## src/rtl/fib_engine_if.sv

```systemverilog
// rtl/fib_engine_if.sv - request/response bundle between a requester and fib_engine
interface fib_engine_if #(
  parameter int WIDTH = 64,
  parameter int IDX_W = 8
);
  logic [1:0]              op;
  logic [WIDTH-1:0]        number;
  logic                    valid;
  logic                    ready;
  logic signed [IDX_W-1:0] index;
  logic [WIDTH-1:0]        value;
  logic                    hit;
  logic                    overflow;
  logic                    index_valid;
  logic                    index_ready;

  modport master (
    output op, number, valid, index_ready,
    input  ready, index, value, hit, overflow, index_valid
  );

  modport slave (
    input  op, number, valid, index_ready,
    output ready, index, value, hit, overflow, index_valid
  );
endinterface

```

## src/rtl/fib_engine.sv

```systemverilog
// rtl/fib_engine.sv - iterative Fibonacci engine: exact index, floor index and nth value
module fib_engine #(
  parameter int WIDTH = 64,
  parameter int IDX_W = 8
) (
  input  logic         clk,
  input  logic         rst,
  fib_engine_if.slave  bus
);

  typedef enum logic [1:0] {
    IDLE = 2'd0,
    RUN  = 2'd1,
    DONE = 2'd2
  } state_t;

  state_t           state_q, state_d;
  logic [1:0]       op_q, op_d;
  logic [WIDTH-1:0] number_q, number_d;
  logic [WIDTH-1:0] a_q, a_d;
  logic [WIDTH-1:0] b_q, b_d;
  logic [IDX_W-1:0] k_q, k_d;
  logic             bovf_q, bovf_d;
  logic [IDX_W-1:0] index_q, index_d;
  logic [WIDTH-1:0] value_q, value_d;
  logic             hit_q, hit_d;
  logic             overflow_q, overflow_d;
  logic             index_valid_q, index_valid_d;

  logic [IDX_W-1:0] n_sel;
  logic [WIDTH:0]   sum;
  logic             finish;
  logic [IDX_W-1:0] res_index;
  logic [WIDTH-1:0] res_value;
  logic             res_hit;
  logic             res_overflow;

  assign n_sel = {1'b0, number_q[IDX_W-2:0]};
  assign sum   = {1'b0, a_q} + {1'b0, b_q};

  assign bus.ready       = (state_q == IDLE);
  assign bus.index       = index_q;
  assign bus.value       = value_q;
  assign bus.hit         = hit_q;
  assign bus.overflow    = overflow_q;
  assign bus.index_valid = index_valid_q;

  always_comb begin
    state_d       = state_q;
    op_d          = op_q;
    number_d      = number_q;
    a_d           = a_q;
    b_d           = b_q;
    k_d           = k_q;
    bovf_d        = bovf_q;
    index_d       = index_q;
    value_d       = value_q;
    hit_d         = hit_q;
    overflow_d    = overflow_q;
    index_valid_d = index_valid_q;
    finish        = 1'b0;
    res_index     = '1;
    res_value     = '0;
    res_hit       = 1'b0;
    res_overflow  = 1'b0;

    case (state_q)
      IDLE: begin
        if (bus.valid) begin
          op_d     = bus.op;
          number_d = bus.number;
          a_d      = '0;
          b_d      = WIDTH'(1);
          k_d      = '0;
          bovf_d   = 1'b0;
          state_d  = RUN;
        end
      end
      RUN: begin
        // a = F(k), b = F(k+1); bovf flags that b no longer fits in WIDTH bits
        case (op_q)
          2'b00: begin
            if (a_q == number_q) begin
              finish    = 1'b1;
              res_index = k_q;
              res_value = a_q;
              res_hit   = 1'b1;
            end else if (a_q > number_q || bovf_q) begin
              finish = 1'b1;
            end
          end
          2'b01: begin
            if (bovf_q || b_q > number_q) begin
              finish    = 1'b1;
              res_index = k_q;
              res_value = a_q;
              res_hit   = 1'b1;
            end
          end
          2'b10: begin
            if (k_q == n_sel) begin
              finish    = 1'b1;
              res_index = k_q;
              res_value = a_q;
              res_hit   = 1'b1;
            end else if (bovf_q) begin
              finish       = 1'b1;
              res_index    = n_sel;
              res_value    = '1;
              res_overflow = 1'b1;
            end
          end
          default: finish = 1'b1;
        endcase

        if (finish) begin
          state_d    = DONE;
          index_d    = res_index;
          value_d    = res_value;
          hit_d      = res_hit;
          overflow_d = res_overflow;
        end else begin
          a_d    = b_q;
          b_d    = sum[WIDTH-1:0];
          bovf_d = sum[WIDTH];
          k_d    = k_q + IDX_W'(1);
        end
      end
      DONE: begin
        // Result registers settle on DONE entry; valid is presented one cycle later.
        if (!index_valid_q) begin
          index_valid_d = 1'b1;
        end else if (bus.index_ready) begin
          index_valid_d = 1'b0;
          state_d       = IDLE;
        end
      end
      default: state_d = IDLE;
    endcase
  end

  always_ff @(posedge clk or negedge rst) begin
    if (!rst) begin
      state_q       <= IDLE;
      op_q          <= '0;
      number_q      <= '0;
      a_q           <= '0;
      b_q           <= '0;
      k_q           <= '0;
      bovf_q        <= 1'b0;
      index_q       <= '0;
      value_q       <= '0;
      hit_q         <= 1'b0;
      overflow_q    <= 1'b0;
      index_valid_q <= 1'b0;
    end else begin
      state_q       <= state_d;
      op_q          <= op_d;
      number_q      <= number_d;
      a_q           <= a_d;
      b_q           <= b_d;
      k_q           <= k_d;
      bovf_q        <= bovf_d;
      index_q       <= index_d;
      value_q       <= value_d;
      hit_q         <= hit_d;
      overflow_q    <= overflow_d;
      index_valid_q <= index_valid_d;
    end
  end

endmodule

```

## src/flat_wrapper.sv

```systemverilog
// flat-port wrapper written by rule: the top's interface ports become plain ports
module fib_engine_flat 
#(
  parameter int WIDTH = 64,
  parameter int IDX_W = 8
)
  (clk, rst, bus_op, bus_number, bus_valid, bus_index_ready, bus_ready, bus_index, bus_value, bus_hit, bus_overflow, bus_index_valid);
  fib_engine_if #(.WIDTH(WIDTH), .IDX_W(IDX_W)) bus_i ();
  input  logic clk;
  input  logic rst;
  input wire logic [$bits(bus_i.op)-1:0] bus_op;
  input wire logic [$bits(bus_i.number)-1:0] bus_number;
  input wire logic [$bits(bus_i.valid)-1:0] bus_valid;
  input wire logic [$bits(bus_i.index_ready)-1:0] bus_index_ready;
  output wire logic [$bits(bus_i.ready)-1:0] bus_ready;
  output wire logic [$bits(bus_i.index)-1:0] bus_index;
  output wire logic [$bits(bus_i.value)-1:0] bus_value;
  output wire logic [$bits(bus_i.hit)-1:0] bus_hit;
  output wire logic [$bits(bus_i.overflow)-1:0] bus_overflow;
  output wire logic [$bits(bus_i.index_valid)-1:0] bus_index_valid;
  assign bus_i.op = bus_op;
  assign bus_i.number = bus_number;
  assign bus_i.valid = bus_valid;
  assign bus_i.index_ready = bus_index_ready;
  assign bus_ready = bus_i.ready;
  assign bus_index = bus_i.index;
  assign bus_value = bus_i.value;
  assign bus_hit = bus_i.hit;
  assign bus_overflow = bus_i.overflow;
  assign bus_index_valid = bus_i.index_valid;
  fib_engine #(.WIDTH(WIDTH), .IDX_W(IDX_W)) u_core (.clk(clk), .rst(rst), .bus(bus_i));
endmodule
```

## config.mk

```make
export PLATFORM = sky130hd
export DESIGN_NAME = fib_engine_flat
export DESIGN_NICKNAME = d
export VERILOG_FILES = /design/src/rtl/fib_engine_if.sv /design/src/rtl/fib_engine.sv /design/src/flat_wrapper.sv
export SDC_FILE = /design/constraint.sdc
export NUM_CORES = 1
export LEC_CHECK = 0
export CORE_MARGIN = 10
export CORE_UTILIZATION = 45
export CTS_CLUSTER_DIAMETER = 100
export CTS_CLUSTER_SIZE = 16
export DETAILED_ROUTE_END_ITERATION = 8
export PLACE_DENSITY = 0.71
export SYNTH_ARGS = -nofsm -noshare
export SYNTH_HDL_FRONTEND = slang
export SYNTH_SLANG_ARGS = --single-unit
```

## constraint.sdc

```tcl
create_clock -name clk -period 2.9 [get_ports clk]
set_input_delay 0.58 -clock clk [delete_from_list [all_inputs] [get_ports clk]]
set_output_delay 0.58 -clock clk [all_outputs]
set_load 0.005 [all_outputs]
```

# Word level (Yosys, flattened, before mapping)
# Cells that the tools add are included.
totals:
  in_bits: 70
  word_cells: 77
  regBits: 280
op_classes:
  n_eq_ne: 11
  n_lt_le_gt_ge: 2
  addsub: 2
  n_reduce_logical: 9
  n_mux: 41
op_table:
  columns: ["cell", "count"]
  rows:
  - ["two-way mux 64 bit", 8]
  - ["case mux 64 bit (2 select lines)", 2]
  - ["case mux 64 bit (3 select lines)", 1]
  - ["greater-than comparator 64 bit", 2]
  - ["adder 64 x 64 -> 65 bit", 1]
  - ["equality test 64 bit", 1]
  - ["two-way mux 8 bit", 6]
  - ["case mux 8 bit (3 select lines)", 1]
  - ["case mux 8 bit (2 select lines)", 1]
  - ["two-way mux 1 bit", 14]
  - ["adder 8 x 1 -> 8 bit, second input constant", 1]
  - ["equality test 8 x 7 -> 1 bit", 1]
  - ["two-way mux 2 bit", 4]
  - ["inequality test 2 bit, second input constant", 3]
  - ["case mux 1 bit (3 select lines)", 2]
  - ["case mux 2 bit (3 select lines)", 1]
  - ["equality test 2 x 1 -> 1 bit, second input constant", 2]
  - ["equality test 2 bit, second input constant", 2]
  - ["zero test 2 bit", 2]
  - ["inequality test 2 x 1 -> 1 bit, second input constant", 2]
  - ["AND reduction 2 bit", 2]
  - ["AND reduction 4 bit", 1]
  - ["AND reduction 3 bit", 1]
  - ["logical OR 1 bit", 2]
  - ["other kinds (2)", 2]

# Logic depth before layout (Yosys ltp)
logic_depth:
  depth_word: 8
  ltp_mapped: 14
  mapped_depth_nobuf: 11

# Worst setup path before layout
# OpenSTA, ideal clock, no wires.
synth_path:
  kind: "reg-to-reg"
  start: "register u_core.b_q[0]"
  end: "register u_core.b_q[62]"
  arrival_ns: 2.800
  path_slack_ns: -0.040
  required_ns: 2.760
  period_less_slack_ns: 2.940
  path_stages_with_launch: 12
  path_cell_list: "dfrtp_1 ha_1 fa_1 a21o_1 a221o_1 a31oi_1 or4_1 nand3_1 a21bo_2 a41oi_1 o21a_1 o221ai_1"
synth_between:
  elab_chain_cells: 7
  word_cells_on_any_way: 10
  classes_between: "1 x add/sub; 1 x order compare; 1 x eq/ne; 5 x mux; 2 x reduce/logical"
synth_lines:
  columns: ["item", "line_no", "text"]
  rows:
  - ["start, declared", "fib_engine.sv:21", "logic [WIDTH-1:0] b_q, b_d;"]
  - ["start signal, assigned", "fib_engine.sv:148", "b_q <= '0;"]
  - ["start signal, assigned", "fib_engine.sv:161", "b_q <= b_d;"]
  - ["greater-than comparator 64 bit", "fib_engine.sv:93", "if (bovf_q || b_q > number_q) begin"]
  - ["logical OR 1 bit", "fib_engine.sv:93", null]
  - ["two-way mux 1 bit", "fib_engine.sv:93", null]
  - ["case mux 1 bit (3 select lines)", "fib_engine.sv:81", "case (op_q)"]
  - ["two-way mux 1 bit", "fib_engine.sv:67", "case (state_q)"]
  - ["inequality test 2 bit (no line)", null, null]
  - ["AND reduction 3 bit (no line)", null, null]
# Several ways; a longest one is shown, not always the timed one. The select of a mux whose other input is x is not followed.
# A chain may end at the register's enable or synchronous reset.

# Worst setup path after layout
layout_path:
  start: "register u_core.a_q[9]"
  end: "register u_core.k_q[0]"
layout_between:
  elab_chain_cells: 8
  word_cells_on_any_way: 9
  classes_between: "1 x order compare; 2 x eq/ne; 4 x mux; 2 x reduce/logical"
layout_lines:
  columns: ["item", "line_no", "text"]
  rows:
  - ["start, declared", "fib_engine.sv:20", "logic [WIDTH-1:0] a_q, a_d;"]
  - ["start signal, assigned", "fib_engine.sv:147", "a_q <= '0;"]
  - ["start signal, assigned", "fib_engine.sv:160", "a_q <= a_d;"]
  - ["greater-than comparator 64 bit", "fib_engine.sv:88", "end else if (a_q > number_q || bovf_q) begin"]
  - ["logical OR 1 bit", "fib_engine.sv:88", null]
  - ["two-way mux 1 bit", "fib_engine.sv:88", null]
  - ["two-way mux 1 bit (*)", "fib_engine.sv:83", "if (a_q == number_q) begin"]
  - ["case mux 1 bit (3 select lines) (*)", "fib_engine.sv:81", null]
  - ["two-way mux 1 bit (*)", "fib_engine.sv:67", null]
  - ["inequality test 2 bit (no line) (*)", null, null]
  - ["AND reduction 3 bit (no line) (*)", null, null]
  - ["end signal, assigned", "fib_engine.sv:162", "k_q <= k_d;"]
  - ["end, declared", "fib_engine.sv:22", "logic [IDX_W-1:0] k_q, k_d;"]
# Mark *: on every way between the ends. The rest lies on a longest branch, timed or not. The select of a mux whose other input is x is not followed.

==> Flow_metrics.wiki <==
{| class="wikitable"
! Metric !! Value
|-
| Vias in the first global route || ~18,000
|-
| Max_cap viols || 0
|-
| Std cell rows || 73
|-
| Setup crit start || u_core.a_q[9]
|-
| Least-Margin Pin Slew || between 0.6 and 0.7 ns
|-
| Most used flip-flop cell after synthesis || sky130_fd_sc_hd__dfrtp_1
|-
| Terminus of the critical flop-to-flop path || u_core.k_q[0]
|-
| Number of nets in the layout || 2,869
|-
| Net switching power figure || around 14 mW
|-
| Cell types with the largest area share after synthesis || sky130_fd_sc_hd__dfrtp_1 39%, sky130_fd_sc_hd__ha_1 13%, sky130_fd_sc_hd__nand2_1 7.2%
|-
| Number of buffers inserted during clock tree synthesis || 21
|-
| Slew Limit Headroom || between 50% and 60%
|-
| Hold WC Path Type || input port to asynchronous set/reset pin
|-
| Data required time of the critical path || ~3.3 ns
|-
| Count of different cell masters after synthesis || 72
|-
| Area of the mapped netlist || ~0.018 sq mm
|-
| Final Critical Period || around 3.2 ns
|-
| Post-detailed-route count of antenna-violating nets || 0
|-
| Met1 capacity usage during global routing || about a third
|-
| Clock latency of the later-clocked register in the worst-skew pair || ~0.56 ns
|-
| Top cells by instance count after synthesis || 347 x sky130_fd_sc_hd__nand2_1, 280 x sky130_fd_sc_hd__dfrtp_1, 247 x sky130_fd_sc_hd__a21oi_1, 193 x sky130_fd_sc_hd__ha_1, 161 x sky130_fd_sc_hd__o21ai_0
|-
| Number of vias after detailed routing || roughly 18,000
|-
| Fraction of met2 tracks used by global routing || ~39%
|-
| Largest fanout of any net on the critical path || 6
|-
| Port Buffer Count || 145
|-
| Overall die height || 221 um
|-
| Warning count from the yosys run || 0
|-
| Number of I/O pins || 146
|-
| Switching power as a share of total power || ~44%
|-
| Unrepaired setup endpoints after global routing || true
|-
| Ratio of routed vias to standard cells || a little under 6
|-
| Worst reg2reg path startpoint || u_core.a_q[9]
|-
| Cell type with the highest aggregate area in the netlist || sky130_fd_sc_hd__dfrtp_1
|-
| Number of DRC markers in iteration 0 || approximately 1,600
|-
| Number of instances in the synthesized netlist || about 2,100
|-
| Total track usage || between 20% and 30%
|-
| Die X-Extent || around 220 um
|-
| Signed area change from the synthesized netlist to the final layout || 50.7%
|-
| Sequential Power Share || a little over a fifth
|-
| Initial antenna violation count || 0
|-
| Final Util || between 60% and 70%
|-
| Most frequent cell after synthesis || sky130_fd_sc_hd__nand2_1
|-
| Total power density per cell area || roughly 1100 mW/mm^2
|-
| Final worst slack || -0.320 ns
|-
| Die footprint || just under 0.05 sq mm
|-
| Average wire per standard cell || approximately 21 um
|-
| Grt peak-use layer || met2
|-
| Number of pins exceeding their max-slew limit in the final report || 0
|-
| Endpoint type of the worst setup path || flip-flop
|-
| Filler cells || just under 3,000
|-
| Buffer levels on the longest clock path || 3
|-
| Data arrival time of the critical path || 3.66 ns
|-
| Starting density of the core || about 46%
|-
| Category of the most critical setup path || flip-flop to flip-flop
|-
| Mapped Nets || between 2,000 and 2,500
|-
| Placement Setup Slack || -0.742 ns
|-
| Register bit count reported by yosys || 280
|-
| Clk sink count || 280
|-
| Comb pwr share || between 60 and 70%
|-
| Period utilization || 111%
|-
| Count of TritonRoute iterations in the first routing pass || 5
|-
| Maximum number of pins on one net before global-route repair || 90
|-
| Worst setup skew after layout || 0.0229 ns
|-
| Cell Int Power || between 15 and 20 mW
|-
| Clock-pin slew on the worst setup and hold paths || about 0.090 ns
|-
| Maximum vdd ir drop || ~0.00064 V
|-
| Run status || complete, but fails checks
|-
| Clock tree from TritonCTS || built
|-
| # setup viols final || approximately 210
|-
| Depth of the CTS H-tree || 1
|-
| Overall overflow remaining after global route || 0
|-
| Failing checks || negative setup slack
|-
| Post-route DRC violation count || 0
|-
| Post-detail-place hpwl || ~43,000 um
|-
| Antenna Cells || 0
|-
| Fraction of power consumed by the clock network || 9.5%
|-
| Met3 capacity usage during global routing || approximately 2.8%
|-
| Startpoint kind of the worst setup timing path || flip-flop
|-
| Number of flops mapped to enable cells by yosys || 0
|-
| Placeable core region || approximately 0.04 sq mm
|-
| Number of failing hold endpoints at the final stage || 0
|-
| Max Clk Rate || 311 MHz
|-
| Sequential share of the synthesized area || between 30% and 40%
|-
| Total leakage power || 13.1 nW
|-
| Area share of the leading cell type in the synthesized netlist || around two fifths
|-
| Share of layout cells above drive strength 1 || approximately a third
|-
| Synthesized area divided by synthesized cell count || 8.68 sq um
|-
| Weighted congestion at the end of routability-driven global placement || between 0.9 and 1
|-
| Total Routed Length || around 67,000 um
|-
| Fraction of registers with async set/reset || 100%
|-
| FF-to-FF setup slack || -0.32 ns
|-
| Wire length of the first global-routing pass || between 90,000 and 100,000 um
|-
| Depth of the worst register-to-register path || 12
|-
| Clk Tree Root Cell || sky130_fd_sc_hd__clkbuf_16
|}
## through the flow
step	TNS [ns]	instances	total power, mW	cell area [sq um]	hold slack, ns
finish	-48.11	3130	31.0	27300	0.488
global route	-68.50	3130	32.8	27300	0.515
CTS	-48.83	3076	26.0	24700	0.488
detailed placement	-122.35	3022	21.0	22900	0.477
global placement	-106.48	3022	20.5	22900	0.475
floorplan	0	2089	13.9	18100	0.284
## how the worst max path moves through the flow
stage	cells past startpoint	end	slack, ns
global placement	11	u_core.a_q[41]	-0.66
global route	14	u_core.b_q[52]	-0.43
CTS	13	u_core.bus.index[4]	-0.30
finish	12	u_core.k_q[0]	-0.32
floorplan	12	u_core.k_q[3]	0.02
detailed placement	12	u_core.b_q[62]	-0.74
## logic make-up (layout without fill, tap and decap cells)
family,after synthesis,in the layout,share of synthesized area (%)
AOI/OAI and AO/OA,713,713,24.2
and+or+nand+nor,621,622,15.1
adders and majority gates,194,194,13.4
buffers and inverters,207,722,4.89
DFF,280,280,38.6
muxes,13,13,0.780
xor gates and xnor gates,61,61,2.95
## final cells by class
type | instances | area (sq um) | share of cell area, %
multi-input cells | 1603 | 12600 | 46.0
repair buffers | 615 | 6190 | 22.7
well taps | 525 | 657 | 2.40
clock inverters | 2 | 60.1 | 0.220
clock buffers | 21 | 526 | 1.92
inverters | 84 | 318 | 1.16
flip-flops and latches | 280 | 7010 | 25.6
## routing by layer
metal,vias to the layer above,share of wire (%)
li1,8524,-
met1,9109,43
met2,711,47
met3,149,6.6
met4,0,3.7
met5,-,0
## power by group through the flow
stage | logic (mW) | clock network, mW | registers, mW
finish | 21.3 | 2.95 | 6.84
global route | 22.7 | 3.13 | 7.00
CTS | 16.5 | 2.97 | 6.57
detailed placement | 14.4 | 0 | 6.57
global placement | 14.0 | 0 | 6.51
floorplan | 7.34 | 0 | 6.55
## flip-flops by register name, summed over array words and instances, names as in the netlist
register / count
u_core.bus.hit: 1
u_core.number_q: 64
u_core.b_q: 64
u_core.bus.overflow: 1
u_core.a_q: 64
u_core.op_q: 2
u_core.state_q: 2
u_core.bus.index: 8
u_core.bus.index_valid: 1
u_core.k_q: 8
u_core.bus.value: 64
u_core.bovf_q: 1
## cell usage in the layout, fill, tap and decap left out, types with 12 or more instances in the layout
master / Yosys / routed
sky130_fd_sc_hd__buf_12: 0 / 35
sky130_fd_sc_hd__o31ai_1: 51 / 20
sky130_fd_sc_hd__nand2_2: 0 / 21
sky130_fd_sc_hd__dfrtp_1: 280 / 280
sky130_fd_sc_hd__ha_1: 193 / 182
sky130_fd_sc_hd__nor3_1: 15 / 13
sky130_fd_sc_hd__nand2_1: 347 / 275
sky130_fd_sc_hd__nand3_1: 29 / 27
sky130_fd_sc_hd__buf_4: 16 / 371
sky130_fd_sc_hd__o21ai_1: 31 / 22
sky130_fd_sc_hd__nor2_4: 0 / 59
sky130_fd_sc_hd__clkbuf_16: 0 / 48
sky130_fd_sc_hd__a21oi_2: 2 / 75
sky130_fd_sc_hd__o31ai_4: 0 / 24
sky130_fd_sc_hd__o21ai_2: 0 / 57
sky130_fd_sc_hd__nand4_1: 43 / 43
sky130_fd_sc_hd__and3_1: 14 / 12
sky130_fd_sc_hd__nor2_1: 115 / 52
sky130_fd_sc_hd__buf_6: 3 / 20
sky130_fd_sc_hd__a21oi_1: 247 / 173
sky130_fd_sc_hd__xor2_1: 35 / 33
sky130_fd_sc_hd__clkdlybuf4s50_1: 0 / 144
sky130_fd_sc_hd__nand2_4: 0 / 50
sky130_fd_sc_hd__a31oi_1: 21 / 19
sky130_fd_sc_hd__a21o_1: 80 / 80
sky130_fd_sc_hd__inv_1: 84 / 81
sky130_fd_sc_hd__xnor2_1: 26 / 26
sky130_fd_sc_hd__o21ai_0: 161 / 110
## worst max-delay path, cell delays in order, from the launching register on
cell	delay, ns
sky130_fd_sc_hd__dfrtp_1	0.42
sky130_fd_sc_hd__ha_1	0.33
sky130_fd_sc_hd__a21o_1	0.17
sky130_fd_sc_hd__nand3_1	0.10
sky130_fd_sc_hd__a21oi_2	0.08
sky130_fd_sc_hd__or4b_4	0.55
sky130_fd_sc_hd__a221o_1	0.40
sky130_fd_sc_hd__o2111ai_4	0.17
sky130_fd_sc_hd__a41oi_4	0.17
sky130_fd_sc_hd__buf_6	0.19
sky130_fd_sc_hd__buf_12	0.15
sky130_fd_sc_hd__buf_8	0.13
sky130_fd_sc_hd__mux2_4	0.25
## timing repair
| action | 4_1_cts | 5_1_grt |
|---|---|---|
| hold endpoints to repair | 30 | 0 |
| setup buffers | 18 | 31 |
| gates resized for setup | 187 | 451 |
| pin swaps | 23 | 145 |
| endpoints found under the setup margin | 213 | 213 |
| gates cloned | 12 | 32 |
| hold buffers | 1 | 0 |
No activity file was read; power rests on OpenSTA's default activity.
